--- src/rtl/display_pkg.sv ---
// Shared types and constants for the display scanner and its BCD converter.
package display_pkg;

  localparam logic [1:0] ST_IDLE    = 2'd0;
  localparam logic [1:0] ST_CONVERT = 2'd1;
  localparam logic [1:0] ST_COMMIT  = 2'd2;

  typedef logic [3:0] bcd_digit_t;

  // Widest supported display; narrower tops slice the low DIGITS bits.
  localparam logic [7:0] AN_OFF = 8'hFF;

  // Largest value representable on `digits` decimal digits (10^digits - 1).
  function automatic logic [31:0] digit_limit(input int digits);
    logic [31:0] lim;
    lim = 32'd1;
    for (int i = 0; i < digits; i++) lim = lim * 32'd10;
    return lim - 32'd1;
  endfunction

endpackage

--- src/rtl/bcd_converter.sv ---
// Sequential double-dabble: WIDTH shift-and-add-3 iterations after start,
// done flags the cycle whose edge performs the final iteration.
module bcd_converter
  import display_pkg::*;
#(
  parameter int DIGITS = 4,
  parameter int WIDTH  = 14
) (
  input  logic                  clk,
  input  logic                  rst_n,
  input  logic                  start,
  input  logic [WIDTH-1:0]      value,
  output logic                  done,
  output logic [4*DIGITS-1:0]   bcd
);

  localparam int CW = $clog2(WIDTH + 1);

  logic [WIDTH-1:0]    shift;
  logic [CW-1:0]       remaining;
  logic                active;
  logic [4*DIGITS-1:0] adj;

  // Digits above DIGITS are dropped; such values are replaced by all-nines upstream.
  always_comb begin
    adj = bcd;
    for (int i = 0; i < DIGITS; i++) begin
      if (bcd[4*i +: 4] >= 4'd5) adj[4*i +: 4] = bcd[4*i +: 4] + 4'd3;
    end
  end

  assign done = active && (remaining == '0);

  always_ff @(posedge clk or negedge rst_n) begin
    if (!rst_n) begin
      shift     <= '0;
      remaining <= '0;
      active    <= 1'b0;
      bcd       <= '0;
    end else if (start) begin
      shift     <= value;
      remaining <= CW'(WIDTH - 1);
      active    <= 1'b1;
      bcd       <= '0;
    end else if (active) begin
      bcd   <= {adj[4*DIGITS-2:0], shift[WIDTH-1]};
      shift <= shift << 1;
      if (remaining == '0) active <= 1'b0;
      else                 remaining <= remaining - 1'b1;
    end
  end

endmodule

--- src/rtl/display_scanner.sv ---
// Loads a binary value, converts it to BCD and scans the digits onto num/an.
//   state      | meaning
//   ST_IDLE    | waiting for load; display shows committed digits
//   ST_CONVERT | bcd_converter iterating WIDTH cycles
//   ST_COMMIT  | write display register and ovf, back to idle
module display_scanner
  import display_pkg::*;
#(
  parameter int DIGITS   = 4,
  parameter int WIDTH    = 14,
  parameter int SCAN_DIV = 50000,
  parameter int LZB      = 1
) (
  input  logic              clk,
  input  logic              rst_n,
  input  logic [WIDTH-1:0]  value,
  input  logic              load,
  output logic              busy,
  output logic              ovf,
  output logic [3:0]        num,
  output logic [DIGITS-1:0] an
);

  localparam int PW = $clog2(SCAN_DIV);
  localparam int IW = (DIGITS > 1) ? $clog2(DIGITS) : 1;
  localparam logic [31:0]         LIMIT     = digit_limit(DIGITS);
  localparam logic [4*DIGITS-1:0] ALL_NINES = {DIGITS{4'd9}};
  localparam logic [DIGITS-1:0]   EN_LSB    = DIGITS'(1);
  localparam logic [DIGITS-1:0]   AN_ALL    = AN_OFF[DIGITS-1:0];

  logic [1:0]          state;
  logic                ovf_pend;
  logic [4*DIGITS-1:0] disp;
  logic [4*DIGITS-1:0] conv_bcd;
  logic                conv_done;
  logic                accept;
  logic [31:0]         value_ext;
  logic [PW-1:0]       presc;
  logic [IW-1:0]       idx;
  logic [IW-1:0]       idx_d;
  logic                blank_d;
  logic                started;
  logic [DIGITS-1:0]   blank;
  logic                zero_above;
  bcd_digit_t          digit_arr [DIGITS];

  assign accept = (state == ST_IDLE) && load;
  assign busy   = (state != ST_IDLE);

  always_comb begin
    value_ext = '0;
    value_ext[WIDTH-1:0] = value;
  end

  bcd_converter #(.DIGITS(DIGITS), .WIDTH(WIDTH)) u_conv (
    .clk   (clk),
    .rst_n (rst_n),
    .start (accept),
    .value (value),
    .done  (conv_done),
    .bcd   (conv_bcd)
  );

  always_ff @(posedge clk or negedge rst_n) begin
    if (!rst_n) begin
      state    <= ST_IDLE;
      ovf_pend <= 1'b0;
      ovf      <= 1'b0;
      disp     <= '0;
    end else begin
      case (state)
        ST_IDLE: if (load) begin
          state    <= ST_CONVERT;
          ovf_pend <= (value_ext > LIMIT);
        end
        ST_CONVERT: if (conv_done) state <= ST_COMMIT;
        ST_COMMIT: begin
          disp  <= ovf_pend ? ALL_NINES : conv_bcd;
          ovf   <= ovf_pend;
          state <= ST_IDLE;
        end
        default: state <= ST_IDLE;
      endcase
    end
  end

  // Digit i (i > 0) blanks when it and every more significant digit are zero.
  always_comb begin
    blank      = '0;
    zero_above = 1'b1;
    for (int i = DIGITS - 1; i > 0; i--) begin
      zero_above = zero_above && (disp[4*i +: 4] == 4'd0);
      blank[i]   = (LZB != 0) && zero_above;
    end
    for (int i = 0; i < DIGITS; i++) digit_arr[i] = disp[4*i +: 4];
  end

  // blank_d travels with num so the enable matches the digit actually shown.
  always_ff @(posedge clk or negedge rst_n) begin
    if (!rst_n) begin
      presc   <= '0;
      idx     <= '0;
      idx_d   <= '0;
      blank_d <= 1'b0;
      started <= 1'b0;
      num     <= 4'd0;
      an      <= AN_ALL;
    end else begin
      if (presc == PW'(SCAN_DIV - 1)) begin
        presc <= '0;
        idx   <= (idx == IW'(DIGITS - 1)) ? '0 : idx + 1'b1;
      end else begin
        presc <= presc + 1'b1;
      end
      num     <= digit_arr[idx];
      idx_d   <= idx;
      blank_d <= blank[idx];
      started <= 1'b1;
      an      <= (started && !blank_d) ? ~(EN_LSB << idx_d) : AN_ALL;
    end
  end

endmodule

--- config.mk ---
export PLATFORM = sky130hd
export DESIGN_NAME = display_scanner
export DESIGN_NICKNAME = d
export VERILOG_FILES = /design/src/rtl/display_pkg.sv /design/src/rtl/bcd_converter.sv /design/src/rtl/display_scanner.sv
export SDC_FILE = /design/constraint.sdc
export NUM_CORES = 1
export LEC_CHECK = 0
export BUFFER_PORTS_ARGS = -buffer_cell sky130_fd_sc_hd__buf_2
export CORE_MARGIN = 4
export CORE_UTILIZATION = 29
export CTS_BUF_LIST = sky130_fd_sc_hd__clkbuf_8 sky130_fd_sc_hd__clkbuf_16
export DETAILED_ROUTE_END_ITERATION = 10
export GPL_TIMING_DRIVEN = 0
export PLACE_DENSITY = 0.53
export SYNTH_ARGS = -nofsm -noshare
export SYNTH_HDL_FRONTEND = slang
export SYNTH_HIERARCHICAL = 1
export SYNTH_SLANG_ARGS = --single-unit
--- constraint.sdc ---
create_clock -name clk -period 4.3 [get_ports clk]
set_clock_uncertainty 0.05 [all_clocks]
set_input_delay 0.86 -clock clk [delete_from_list [all_inputs] [get_ports clk]]
set_output_delay 0.86 -clock clk [all_outputs]
set_load 0.1 [all_outputs]
==> report_table.html, run 1 <==
<table>
<tr><th>Metric</th><th>Value</th></tr>
<tr><th colspan="2">Routing</th></tr>
<tr><td>Routed wire length</td><td>8350 um</td></tr>
<tr><td>Number of antenna-violating nets in the routed design</td><td>0</td></tr>
<tr><td>Pre-antenna DRT Iters</td><td>6</td></tr>
<tr><td>Vias per std cell</td><td>between 4 and 5</td></tr>
<tr><td>Wire length per cell after detailed routing</td><td>~14 um</td></tr>
<tr><td>Total via count in the routed design</td><td>2,991</td></tr>
<tr><td>Detailed Route Iter0 Violations</td><td>between 150 and 200</td></tr>
<tr><td>Post-route DRC</td><td>0</td></tr>
<tr><th colspan="2">Placement</th></tr>
<tr><td>Post-DP HPWL</td><td>around 5900 um</td></tr>
<tr><td>Port bufs</td><td>26</td></tr>
<tr><td>Cell count after placement</td><td>598</td></tr>
<tr><td>Placer's final routability congestion estimate</td><td>0.788</td></tr>
<tr><th colspan="2">STA</th></tr>
<tr><td>Final worst-path cycle share</td><td>0.526</td></tr>
<tr><td>Final hold violations</td><td>0</td></tr>
<tr><td>Setup TNS</td><td>0 ns</td></tr>
<tr><td>Maximum clock rate</td><td>approximately 0.44 GHz</td></tr>
<tr><td>Least-Margin Pin Slew</td><td>roughly 0.56 ns</td></tr>
<tr><td>Count of pins over their slew limit</td><td>0</td></tr>
<tr><td>Tmin final</td><td>roughly 2.3 ns</td></tr>
<tr><td>Remaining max-slew budget at the tightest pin</td><td>0.625</td></tr>
<tr><td>Setup repair after global routing missed its margin</td><td>no</td></tr>
<tr><td>Setup-violating endpoint count in the final report</td><td>0</td></tr>
<tr><th colspan="2">Worst setup path</th></tr>
<tr><td>Data arrival time of the critical path</td><td>1.35 ns</td></tr>
<tr><td>Number of cells traversed by the worst register-to-register path</td><td>5</td></tr>
<tr><td>Slack of the worst reg-to-reg path</td><td>2.31 ns</td></tr>
<tr><td>Worst Setup End Kind</td><td>output pin</td></tr>
<tr><td>FF-to-FF Start</td><td>state[0]</td></tr>
<tr><td>Crit Reg-Reg Endpoint</td><td>u_conv/bcd[9]</td></tr>
<tr><td>Data required, critical path</td><td>3.39 ns</td></tr>
<tr><td>Worst setup startpoint</td><td>state[0]</td></tr>
<tr><td>Critical Path Start Type</td><td>register</td></tr>
<tr><td>Termination of the worst setup path</td><td>busy</td></tr>
<tr><td>Largest driver fanout on the critical path</td><td>5</td></tr>
<tr><td>Crit Path Class</td><td>reg2out</td></tr>
<tr><th colspan="2">Layout</th></tr>
<tr><td># diodes</td><td>0</td></tr>
<tr><td>FILL cells</td><td>1,406</td></tr>
<tr><td>Fraction of final layout cells sized beyond drive strength 1</td><td>0.167</td></tr>
<tr><td>Area Overhead vs Synth</td><td>16.7%</td></tr>
<tr><td>Finished Layout Cells</td><td>around 610</td></tr>
<tr><td>Register area</td><td>~2100 um2</td></tr>
<tr><td>Final nets</td><td>461</td></tr>
<tr><td>Footprint of the multi-input gates</td><td>around 1800 um2</td></tr>
<tr><th colspan="2">Synthesis</th></tr>
<tr><td>Nets in the synthesized netlist</td><td>423</td></tr>
<tr><td>Part of the Yosys area used for sequential elements</td><td>0.525</td></tr>
<tr><td>Avg Cell Area, Syn</td><td>10.3 um2</td></tr>
<tr><td>Async set-or-reset flop fraction in the synthesized netlist</td><td>1.00</td></tr>
<tr><td>Most frequently used flop master after synthesis</td><td>sky130_fd_sc_hd__dfrtp_1</td></tr>
<tr><td>EDFF count, synth</td><td>0</td></tr>
<tr><td>Cell count after synthesis</td><td>roughly 400</td></tr>
<tr><td>Number of library cell types mapped by synthesis</td><td>53</td></tr>
<tr><td>Number of flip-flops and latches in the synthesized netlist</td><td>85</td></tr>
<tr><td>Yosys warning total</td><td>6</td></tr>
<tr><td>Mapped cell area</td><td>4060 um2</td></tr>
<tr><th colspan="2">Die</th></tr>
<tr><td>Floorplan die area</td><td>~16,000 um2</td></tr>
<tr><td># rows</td><td>42</td></tr>
<tr><td>Starting Density</td><td>0.302</td></tr>
<tr><td>Die W</td><td>126 um</td></tr>
<tr><td>CORE AREA</td><td>13,500 um2</td></tr>
<tr><td># IOs</td><td>27</td></tr>
<tr><td>Vertical die dimension</td><td>126 um</td></tr>
<tr><th colspan="2">Global routing</th></tr>
<tr><td>Vias in the first global route</td><td>3,093</td></tr>
<tr><td>Largest net degree at the start of global routing</td><td>60</td></tr>
<tr><td>Global-route total usage across every layer</td><td>0.112</td></tr>
<tr><td>Initial antenna violation count</td><td>0</td></tr>
<tr><td>Global-route wire length before repair</td><td>14,700 um</td></tr>
<tr><td>Remaining global-route overflow</td><td>0</td></tr>
<tr><th colspan="2">Clocking</th></tr>
<tr><td>Library cell used as clock root buffer</td><td>sky130_fd_sc_hd__clkbuf_16</td></tr>
<tr><td>Worst-path clk slew</td><td>0.07 ns</td></tr>
<tr><td>Number of hold-repair buffers added at the cts stage</td><td>0</td></tr>
<tr><td>Insertion delay of the later-clocked pin in the worst-skew pair</td><td>roughly 0.34 ns</td></tr>
<tr><td>Cells resized by post-CTS repair</td><td>0</td></tr>
<tr><td>Count of clock tree sinks</td><td>85</td></tr>
<tr><td>TritonCTS buffer count</td><td>9</td></tr>
<tr><td>Buffer depth of the longest clock path</td><td>2</td></tr>
<tr><td>Maximum level of the CTS H-tree</td><td>3</td></tr>
<tr><td>CTS tree</td><td>done</td></tr>
<tr><td>Setup Fix Bufs, Post-CTS</td><td>0</td></tr>
<tr><th colspan="2">Flow run</th></tr>
<tr><td>Max-cap violations</td><td>0</td></tr>
<tr><th colspan="2">Outcome</th></tr>
<tr><td>Status</td><td>completed</td></tr>
<tr><th colspan="2">Worst hold path</th></tr>
<tr><td>Path type of the worst min-delay path</td><td>reg2reg</td></tr>
<tr><th colspan="2">Power and ir drop</th></tr>
<tr><td>Total leakage power</td><td>2.12 nW</td></tr>
<tr><td>Peak supply drop</td><td>0.223 mV</td></tr>
<tr><td>PwrDens</td><td>649 nW/um2</td></tr>
</table>
## worst min-delay path by stage
stage | start | end | slack [ns] | cells past startpoint
after CTS | idx[0] | idx_d[0] | 0.35 | 0
final | idx[0] | idx_d[0] | 0.35 | 0
after floorplan | idx[0] | idx_d[0] | 0.32 | 0
after global placement | idx[0] | idx_d[0] | 0.34 | 0
after global routing | idx[0] | idx_d[0] | 0.37 | 0
after detailed placement | idx[0] | idx_d[0] | 0.34 | 0
## worst max-delay path, cell delays in order, from the launching register on
cell and delay [ns]:
sky130_fd_sc_hd__dfrtp_1 0.41, sky130_fd_sc_hd__or2_2 0.31, sky130_fd_sc_hd__buf_2 0.30
## per-stage QoR
stage                     setup slack [ns]  cell area [um2]  power (mW)  hold WS (ns)  utilization
after floorplan                       2.30             4060        2.03         0.325            -
after global placement                1.58             4410        2.27         0.336        0.328
after detailed placement              2.01             4440        2.32         0.339        0.330
after CTS                             2.02             4740        3.11         0.354        0.352
after global routing                  1.99             4740        3.30         0.368        0.352
final                                 2.04             4740        3.08         0.354        0.352
## cell usage in the layout, fill, tap and decap left out, drive strengths merged, types with 9 or more instances in the layout
master and instances:
dfrtp 81, nand2 44, o21ai 41, buf 35, nor2 32, clkbuf 21
inv 20, nand3 15, nand2b 14, mux2i 14, a21oi 13, ha 11
xnor2 9, xor2 9
## registers in the layout, summed over array words and instances (netlist names)
signal and cells:
u_conv/shift 14, presc 16, blank_d 1, num 4, disp 16, u_conv/bcd 16, started 1, idx_d 2
an 4, state 2, ovf 1, u_conv/remaining 4, idx 2, u_conv/active 1, ovf_pend 1
## metal layers
metal | vias up | routed length (um) | global-route usage
li1 | 1455 | - | -
met1 | 1470 | 4000 | 0.145
met2 | 53 | 3870 | 0.180
met3 | 13 | 333 | 0.0313
met4 | 0 | 150 | 0.0385
met5 | - | 0 | 0
## kinds of logic (layout without fill, tap and decap cells)
family          Yosys count  count (layout)  synth area share
simple gates            145             145             0.179
flops                    85              85             0.525
compound gates           73              73             0.111
buf+inv                  39              82            0.0410
mux                      23              23            0.0706
xor+xnor                 18              18            0.0389
fa+ha+maj                11              11            0.0339
other cells               1               1          0.000924
## cell usage after synthesis, types with 2 or more instances
cell / n / area, um2
sky130_fd_sc_hd__clkbuf_1: 11 / 41.3
sky130_fd_sc_hd__or2_2: 2 / 12.5
sky130_fd_sc_hd__a31oi_1: 4 / 25.0
sky130_fd_sc_hd__and3_1: 2 / 12.5
sky130_fd_sc_hd__nand2_1: 44 / 165
sky130_fd_sc_hd__nor2b_1: 3 / 18.8
sky130_fd_sc_hd__nor4_1: 5 / 31.3
sky130_fd_sc_hd__dfstp_2: 4 / 105
sky130_fd_sc_hd__nand3_1: 14 / 70.1
sky130_fd_sc_hd__xor2_1: 9 / 78.8
sky130_fd_sc_hd__or4_1: 4 / 30.0
sky130_fd_sc_hd__a21oi_1: 13 / 65.1
sky130_fd_sc_hd__mux4_2: 4 / 90.1
sky130_fd_sc_hd__xnor2_1: 9 / 78.8
sky130_fd_sc_hd__dfrtp_1: 81 / 2030
sky130_fd_sc_hd__inv_1: 19 / 71.3
sky130_fd_sc_hd__ha_1: 11 / 138
sky130_fd_sc_hd__buf_2: 6 / 30.0
sky130_fd_sc_hd__o311ai_0: 3 / 26.3
sky130_fd_sc_hd__a211oi_1: 2 / 15.0
sky130_fd_sc_hd__mux2_2: 4 / 45.0
sky130_fd_sc_hd__nand4_1: 8 / 50.1
sky130_fd_sc_hd__mux2i_1: 14 / 140
sky130_fd_sc_hd__o21ai_0: 39 / 195
sky130_fd_sc_hd__nor3_1: 7 / 35.0
sky130_fd_sc_hd__o32ai_1: 2 / 17.5
sky130_fd_sc_hd__nor2_1: 32 / 120
sky130_fd_sc_hd__nand2b_1: 14 / 87.6
## area by class of cell
type,count,area share
timing repair buffer,27,0.0338
sequential,85,0.450
clock inverter,7,0.0156
buffer,20,0.0201
clock buffer,9,0.0475
multi-input combinational,271,0.371
inverter,19,0.0151
tap,176,0.0465
## where the power goes
group	total (mW)	internal, mW	leakage (nW)	switching, mW
logic	1.11	0.426	0.870	0.683
registers	1.20	1.02	1.10	0.181
clock network	0.770	0.452	0.146	0.319
total	3.08	1.89	2.12	1.18
(Power assumes the default switching activity.)
==> run 2, diff against run 1 <==
- clock period: 4.3 -> 2.1 ns (I/O delays scaled with it)
==> run 2 against run 1 <==
Net effect:
- combinational power rose by 110%
- largest power group unchanged
- non-clock buffer count rose by 1
- cell area rose by 0.29%
- final cell count rose by 0.16%
- clock power rose by 110%
- die area did not move
- largest cell class unchanged
- critical path depth rose by 3
- highest routed layer unchanged
- sequential share of layout area fell by 0.13 points
==> report_table.html, run 2 (synthesis results as in run 1) <==
<table>
<tr><th>Metric</th><th>Value</th></tr>
<tr><th colspan="2">Power and ir drop</th></tr>
<tr><td>Share of power burned in registers</td><td>0.388</td></tr>
<tr><td>Peak supply drop</td><td>about 0.46 mV</td></tr>
<tr><td>Fraction of power consumed by the clock network</td><td>0.250</td></tr>
<tr><td>Power after layout</td><td>6.31 mW</td></tr>
<tr><td>Net switching share of the total power</td><td>0.385</td></tr>
<tr><td>PwrDens</td><td>1330 nW/um2</td></tr>
<tr><td>Total leakage power</td><td>2.13 nW</td></tr>
<tr><td>Sw power</td><td>about 2.4 mW</td></tr>
<tr><td>Internal Dissipation</td><td>3.88 mW</td></tr>
<tr><td>Part of the power in combinational logic</td><td>0.362</td></tr>
<tr><th colspan="2">Worst setup path</th></tr>
<tr><td>Largest driver fanout on the critical path</td><td>10</td></tr>
<tr><td>Data required, critical path</td><td>2.24 ns</td></tr>
<tr><td>Slack of the worst reg-to-reg path</td><td>0.24 ns</td></tr>
<tr><td>Crit Path Class</td><td>reg2reg</td></tr>
<tr><td>Crit Reg-Reg Endpoint</td><td>u_conv/bcd[14]</td></tr>
<tr><td>Worst Setup End Kind</td><td>register</td></tr>
<tr><td>FF-to-FF Start</td><td>state[0]</td></tr>
<tr><td>Data arrival time of the critical path</td><td>around 2.0 ns</td></tr>
<tr><td>Critical Path Start Type</td><td>register</td></tr>
<tr><td>Number of cells traversed by the worst register-to-register path</td><td>5</td></tr>
<tr><th colspan="2">Placement</th></tr>
<tr><td>Post-DP HPWL</td><td>5940 um</td></tr>
<tr><td>Cell count after placement</td><td>598</td></tr>
<tr><td>Placer's final routability congestion estimate</td><td>0.788</td></tr>
<tr><td>Placed cell area</td><td>between 4000 and 5000 um2</td></tr>
<tr><td>Port bufs</td><td>26</td></tr>
<tr><th colspan="2">Global routing</th></tr>
<tr><td>Global-route wire length before repair</td><td>14,700 um</td></tr>
<tr><td>Global-route total usage across every layer</td><td>0.112</td></tr>
<tr><td>Vias in the first global route</td><td>3,093</td></tr>
<tr><td>Initial antenna violation count</td><td>0</td></tr>
<tr><td>Remaining global-route overflow</td><td>0</td></tr>
<tr><td>Largest net degree at the start of global routing</td><td>60</td></tr>
<tr><th colspan="2">Clocking</th></tr>
<tr><td>Count of clock tree sinks</td><td>85</td></tr>
<tr><td>Worst-path clk slew</td><td>0.06 ns</td></tr>
<tr><td>Buffer depth of the longest clock path</td><td>2</td></tr>
<tr><td>TritonCTS buffer count</td><td>9</td></tr>
<tr><td>Maximum level of the CTS H-tree</td><td>3</td></tr>
<tr><td>Setup Fix Bufs, Post-CTS</td><td>0</td></tr>
<tr><td>Library cell used as clock root buffer</td><td>sky130_fd_sc_hd__clkbuf_16</td></tr>
<tr><td>CTS tree</td><td>done</td></tr>
<tr><td>Insertion delay of the later-clocked pin in the worst-skew pair</td><td>0.34 ns</td></tr>
<tr><th colspan="2">Routing</th></tr>
<tr><td>Pre-antenna DRT Iters</td><td>4</td></tr>
<tr><td>Routed wire length</td><td>8380 um</td></tr>
<tr><td>Wire length per cell after detailed routing</td><td>roughly 14 um</td></tr>
<tr><td>Total via count in the routed design</td><td>2,992</td></tr>
<tr><td>Post-route DRC</td><td>0</td></tr>
<tr><td>Vias per std cell</td><td>4.87</td></tr>
<tr><td>Number of antenna-violating nets in the routed design</td><td>0</td></tr>
<tr><td>Detailed Route Iter0 Violations</td><td>178</td></tr>
<tr><th colspan="2">Die</th></tr>
<tr><td>Vertical die dimension</td><td>between 100 and 150 um</td></tr>
<tr><td>CORE AREA</td><td>between 10,000 and 15,000 um2</td></tr>
<tr><td>Floorplan die area</td><td>15,900 um2</td></tr>
<tr><td>Die W</td><td>126 um</td></tr>
<tr><td># rows</td><td>between 40 and 50</td></tr>
<tr><td># IOs</td><td>27</td></tr>
<tr><td>Starting Density</td><td>0.302</td></tr>
<tr><th colspan="2">STA</th></tr>
<tr><td>Final worst-path cycle share</td><td>0.886</td></tr>
<tr><td>Final hold violations</td><td>0</td></tr>
<tr><td>Setup-violating endpoint count in the final report</td><td>0</td></tr>
<tr><td>Tmin final</td><td>1.86 ns</td></tr>
<tr><td>Remaining max-slew budget at the tightest pin</td><td>0.619</td></tr>
<tr><td>Least-Margin Pin Slew</td><td>0.572 ns</td></tr>
<tr><td>Final hold slack</td><td>about 0.24 ns</td></tr>
<tr><td>Setup TNS</td><td>0 ns</td></tr>
<tr><td>Maximum clock rate</td><td>0.538 GHz</td></tr>
<tr><td>Setup repair after global routing missed its margin</td><td>no</td></tr>
<tr><td>Count of pins over their slew limit</td><td>0</td></tr>
<tr><th colspan="2">Layout</th></tr>
<tr><td>Area Overhead vs Synth</td><td>17.1%</td></tr>
<tr><td>Most common library cell in the layout ignoring fill and taps</td><td>sky130_fd_sc_hd__dfrtp_1</td></tr>
<tr><td>Leading cell types in the layout, fill and taps excluded</td><td>sky130_fd_sc_hd__dfrtp_1 (81), sky130_fd_sc_hd__nand2_1 (44), sky130_fd_sc_hd__o21ai_0 (39)</td></tr>
<tr><td># diodes</td><td>0</td></tr>
<tr><td>Fraction of final layout cells sized beyond drive strength 1</td><td>0.173</td></tr>
<tr><td>Non-Filler Cell Area, Final</td><td>approximately 4800 um2</td></tr>
<tr><td>Finished Layout Cells</td><td>615</td></tr>
<tr><td>Final nets</td><td>between 400 and 500</td></tr>
<tr><td>Largest registers</td><td>disp: 16 flops, presc: 16 flops, u_conv/bcd: 16 flops</td></tr>
<tr><th colspan="2">Outcome</th></tr>
<tr><td>Status</td><td>completed</td></tr>
<tr><th colspan="2">Worst hold path</th></tr>
<tr><td>Worst hold path depth</td><td>3</td></tr>
<tr><td>Start point of the worst hold path</td><td>value[3]</td></tr>
<tr><td>Path type of the worst min-delay path</td><td>in2reg</td></tr>
<tr><td>Worst min-delay path endpoint</td><td>u_conv/shift[3]</td></tr>
<tr><th colspan="2">Flow run</th></tr>
<tr><td>Max-cap violations</td><td>0</td></tr>
</table>
## run 2: changes by cell type in the layout (fill, tap and decap cells not counted)
cell / previous run / this run
sky130_fd_sc_hd__clkbuf_1: 11 / 8
sky130_fd_sc_hd__clkbuf_2: 1 / 4
sky130_fd_sc_hd__dlygate4sd3_1: 0 / 1
## run 2: worst max-delay path, stage by stage, from the launching register on
cell	delay, ns
sky130_fd_sc_hd__dfrtp_1	0.41
sky130_fd_sc_hd__or2_2	0.31
sky130_fd_sc_hd__nor2_1	0.14
sky130_fd_sc_hd__clkbuf_2	0.22
sky130_fd_sc_hd__clkbuf_1	0.47
sky130_fd_sc_hd__a211oi_1	0.10
## run 2: routing by layer
metal  vias up  share of wire  GRT usage  wire [um]
met2        61           0.46      0.180       3880
met3        12          0.042     0.0313        351
met1      1460           0.48      0.145       4010
met5         -              0          0          0
li1       1459              -          -          -
met4         0          0.016     0.0385        138
## run 2: stage by stage
| stage | setup slack, ns | utilization |
|---|---|---|
| after floorplan | 0.104 | - |
| final | 0.240 | 0.353 |
| after global placement | -0.177 | 0.328 |
| after CTS | 0.0786 | 0.353 |
| after detailed placement | 0.0897 | 0.330 |
| after global routing | 0.113 | 0.353 |
## run 2: worst max path at each step
stage / start / to / cells after the start
3_5_place_dp: state[0] / u_conv/shift[5] / 5
4_1_cts: state[0] / u_conv/bcd[9] / 5
3_3_place_gp: rst_n / u_conv/shift[2] / 1
2_1_floorplan: state[0] / u_conv/bcd[5] / 6
6_report: state[0] / u_conv/bcd[14] / 5
5_1_grt: state[0] / u_conv/bcd[0] / 5
## run 2: layout make-up
class,instances,area [um2]
buffer,20,98.8
clock buffer,9,225
clock inverter,7,73.8
fill,1400,8700
inverter,19,71.3
multi-input combinational,271,1760
sequential,85,2130
tap,176,220
timing repair buffer,28,170
## run 2: power groups by stage
stage | sequential, mW | clock, mW | combinational [mW]
floorplan | 2.57 | 0 | 1.58
global placement | 2.46 | 0 | 2.20
detailed placement | 2.48 | 0 | 2.28
CTS | 2.45 | 1.63 | 2.29
global route | 2.51 | 1.69 | 2.57
finish | 2.45 | 1.58 | 2.28
## run 2: repair_timing
action | CTS | global route
gates resized for setup | 0 | 6
endpoints found under the setup margin | 0 | 9
hold buffers | 1 | 0
endpoints found under the hold margin | 22 | 0
==> run 3, diff against run 2 <==
- CORE_UTILIZATION: 29 -> 60
- PLACE_DENSITY: 0.53 -> 0.88
==> run 3 against run 2 <==
Net effect:
- count of clock-buffer cells in the layout increased by 1
- via count increased by 2.0%
- final cell count decreased by 16%
- die area decreased by 49%
- wire length decreased by 4.6%
- sequential power about the same
- sequential share of layout area increased by 2.2 points
- hold slack got worse by 0.017 ns
- maximum frequency decreased by 1.7%
- sequential cell count unchanged
- critical path type unchanged
==> report_table.html, run 3 (synthesis results as in run 1) <==
<table>
<tr><th>Metric</th><th>Value</th></tr>
<tr><th colspan="2">Layout</th></tr>
<tr><td>Most common library cell in the layout ignoring fill and taps</td><td>sky130_fd_sc_hd__dfrtp_1</td></tr>
<tr><td>Finished Core Util</td><td>0.701</td></tr>
<tr><td>Area Overhead vs Synth</td><td>11.6%</td></tr>
<tr><td>FILL cells</td><td>483</td></tr>
<tr><td># diodes</td><td>0</td></tr>
<tr><td>Final nets</td><td>462</td></tr>
<tr><td>Register area</td><td>between 2000 and 2500 um2</td></tr>
<tr><td>Non-Filler Cell Area, Final</td><td>about 4500 um2</td></tr>
<tr><td>Leading cell types in the layout, fill and taps excluded</td><td>sky130_fd_sc_hd__dfrtp_1 (81), sky130_fd_sc_hd__nand2_1 (44), sky130_fd_sc_hd__o21ai_0 (39)</td></tr>
<tr><td>Largest registers</td><td>disp: 16 flops, presc: 16 flops, u_conv/bcd: 16 flops</td></tr>
<tr><td>Footprint of the multi-input gates</td><td>1760 um2</td></tr>
<tr><td>Fraction of final layout cells sized beyond drive strength 1</td><td>0.166</td></tr>
<tr><th colspan="2">Worst setup path</th></tr>
<tr><td>Crit Reg-Reg Endpoint</td><td>u_conv/bcd[14]</td></tr>
<tr><td>Slack of the worst reg-to-reg path</td><td>~0.21 ns</td></tr>
<tr><td>Worst setup startpoint</td><td>u_conv/bcd[12]</td></tr>
<tr><td>CP max-delay cell</td><td>sky130_fd_sc_hd__dfrtp_1</td></tr>
<tr><td>Largest incremental delay on the critical path</td><td>0.45 ns</td></tr>
<tr><td>Number of cells traversed by the worst register-to-register path</td><td>5</td></tr>
<tr><td>Largest driver fanout on the critical path</td><td>6</td></tr>
<tr><td>Worst Setup End Kind</td><td>register</td></tr>
<tr><td>Cell breakdown of the critical path</td><td>ha_1, nand2b_1, a21oi_1, mux2_2, a211oi_1</td></tr>
<tr><td>Data arrival time of the critical path</td><td>2.11 ns</td></tr>
<tr><td>FF-to-FF Start</td><td>u_conv/bcd[12]</td></tr>
<tr><td>Data required, critical path</td><td>2.31 ns</td></tr>
<tr><td>Crit Path Class</td><td>reg2reg</td></tr>
<tr><td>Critical Path Start Type</td><td>register</td></tr>
<tr><th colspan="2">Clocking</th></tr>
<tr><td>Worst-path clk slew</td><td>0.08 ns</td></tr>
<tr><td>Count of clock tree sinks</td><td>85</td></tr>
<tr><td>CTS tree</td><td>done</td></tr>
<tr><td>Insertion delay of the later-clocked pin in the worst-skew pair</td><td>0.36 ns</td></tr>
<tr><td>TritonCTS buffer count</td><td>9</td></tr>
<tr><td>Maximum level of the CTS H-tree</td><td>3</td></tr>
<tr><td>Setup Fix Bufs, Post-CTS</td><td>0</td></tr>
<tr><td>Buffer depth of the longest clock path</td><td>2</td></tr>
<tr><td>Library cell used as clock root buffer</td><td>sky130_fd_sc_hd__clkbuf_8</td></tr>
<tr><th colspan="2">Worst hold path</th></tr>
<tr><td>Worst hold path depth</td><td>3</td></tr>
<tr><td>Worst min-delay path endpoint</td><td>u_conv/shift[1]</td></tr>
<tr><td>Path type of the worst min-delay path</td><td>in2reg</td></tr>
<tr><td>Start point of the worst hold path</td><td>value[1]</td></tr>
<tr><th colspan="2">Routing</th></tr>
<tr><td>Number of antenna-violating nets in the routed design</td><td>0</td></tr>
<tr><td>Vias per std cell</td><td>5.92</td></tr>
<tr><td>Detailed Route Iter0 Violations</td><td>around 170</td></tr>
<tr><td>Total via count in the routed design</td><td>slightly above 3,000</td></tr>
<tr><td>Detail Route met3 WL</td><td>422 um</td></tr>
<tr><td>Routed wl met2</td><td>3870 um</td></tr>
<tr><td>Pre-antenna DRT Iters</td><td>5</td></tr>
<tr><td>Routed wire length</td><td>between 7000 and 8000 um</td></tr>
<tr><td>Wire length per cell after detailed routing</td><td>15.5 um</td></tr>
<tr><td>Post-route DRC</td><td>0</td></tr>
<tr><td>Wire length on met1</td><td>3510 um</td></tr>
<tr><td>Top layer used by detailed routing</td><td>met4</td></tr>
<tr><th colspan="2">STA</th></tr>
<tr><td>Least-Margin Pin Slew</td><td>0.556 ns</td></tr>
<tr><td>Tmin final</td><td>1.89 ns</td></tr>
<tr><td>Setup TNS</td><td>0 ns</td></tr>
<tr><td>Setup-violating endpoint count in the final report</td><td>0</td></tr>
<tr><td>Count of pins over their slew limit</td><td>0</td></tr>
<tr><td>Remaining max-slew budget at the tightest pin</td><td>0.630</td></tr>
<tr><td>Final hold violations</td><td>0</td></tr>
<tr><td>Maximum clock rate</td><td>0.529 GHz</td></tr>
<tr><td>Final worst-path cycle share</td><td>0.901</td></tr>
<tr><td>Setup repair after global routing missed its margin</td><td>no</td></tr>
<tr><td>Final hold slack</td><td>0.226 ns</td></tr>
<tr><th colspan="2">Global routing</th></tr>
<tr><td>Remaining global-route overflow</td><td>0</td></tr>
<tr><td>Largest net degree at the start of global routing</td><td>47</td></tr>
<tr><td>Initial antenna violation count</td><td>0</td></tr>
<tr><td>Vias in the first global route</td><td>3,082</td></tr>
<tr><td>Global-route total usage across every layer</td><td>0.215</td></tr>
<tr><td>Global-route wire length before repair</td><td>14,300 um</td></tr>
<tr><th colspan="2">Die</th></tr>
<tr><td>Floorplan die area</td><td>roughly 8000 um2</td></tr>
<tr><td>CORE AREA</td><td>6460 um2</td></tr>
<tr><td>Die W</td><td>90.2 um</td></tr>
<tr><td>Starting Density</td><td>0.628</td></tr>
<tr><td># rows</td><td>29</td></tr>
<tr><td># IOs</td><td>27</td></tr>
<tr><td>Vertical die dimension</td><td>approximately 90 um</td></tr>
<tr><th colspan="2">Flow run</th></tr>
<tr><td>Max-cap violations</td><td>0</td></tr>
<tr><th colspan="2">Power and ir drop</th></tr>
<tr><td>Peak supply drop</td><td>0.908 mV</td></tr>
<tr><td>PwrDens</td><td>approximately 1300 nW/um2</td></tr>
<tr><td>Total leakage power</td><td>~2.1 nW</td></tr>
<tr><th colspan="2">Placement</th></tr>
<tr><td>Placed cell area</td><td>roughly 4300 um2</td></tr>
<tr><td>Placer's final routability congestion estimate</td><td>0.866</td></tr>
<tr><td>Port bufs</td><td>26</td></tr>
<tr><td>Post-DP HPWL</td><td>between 5000 and 6000 um</td></tr>
<tr><th colspan="2">Outcome</th></tr>
<tr><td>Status</td><td>completed</td></tr>
</table>
[run 3: changes by cell type in the layout (fill, tap and decap cells not counted), moves of 2 or more]
cell	previous run	this run
sky130_fd_sc_hd__clkbuf_1	8	10
sky130_fd_sc_hd__clkbuf_2	4	2
sky130_fd_sc_hd__clkbuf_8	0	10
sky130_fd_sc_hd__clkbuf_16	9	0
[run 3: what timing repair did]
action	4_1_cts	5_1_grt
hold endpoints to repair	35	0
gates resized for setup	0	2
hold buffers	1	0
endpoints found under the setup margin	0	7
[run 3: final cells by class]
type,instances,area share
Sequential cell,85,0.471
Multi-Input combinational cell,271,0.389
Timing Repair Buffer,28,0.0376
Clock buffer,10,0.0304
Buffer,20,0.0213
Tap cell,77,0.0213
Inverter,19,0.0158
Clock inverter,6,0.0141
[run 3: critical path, delay by kind of cell (launching register included)]
family          cells  cell delay, ns
compound gates      2            0.53
flops               1            0.45
mux                 1            0.39
fa+ha+maj           1            0.23
simple gates        1            0.15
[run 3: worst max-delay path by stage]
stage	end	slack [ns]	cells past startpoint
floorplan	u_conv/bcd[5]	0.10	6
global placement	u_conv/shift[10]	-0.06	1
detailed placement	u_conv/bcd[14]	0.14	5
CTS	u_conv/bcd[13]	0.1	7
global route	u_conv/bcd[13]	0.09	5
finish	u_conv/bcd[14]	0.21	5
[run 3: where the power goes]
part / switching [mW] / internal, mW
combinational: 1.43 / 0.881
sequential: 0.366 / 2.08
clock: 0.584 / 0.579
[run 3: metrics by stage]
step           setup slack (ns)  power [mW]  cells
6_report                  0.209        5.92    516
5_1_grt                  0.0938        6.33    516
4_1_cts                  0.0954        5.90    516
3_5_place_dp              0.142        4.72    499
3_3_place_gp            -0.0643        4.57    498
2_1_floorplan             0.104        4.15    395
[run 3: routing by layer]
| metal | track usage | vias to the layer above |
|---|---|---|
| li1 | - | 1449 |
| met1 | 0.281 | 1483 |
| met2 | 0.357 | 101 |
| met3 | 0.0317 | 20 |
| met4 | 0.0982 | 0 |
| met5 | 0 | - |
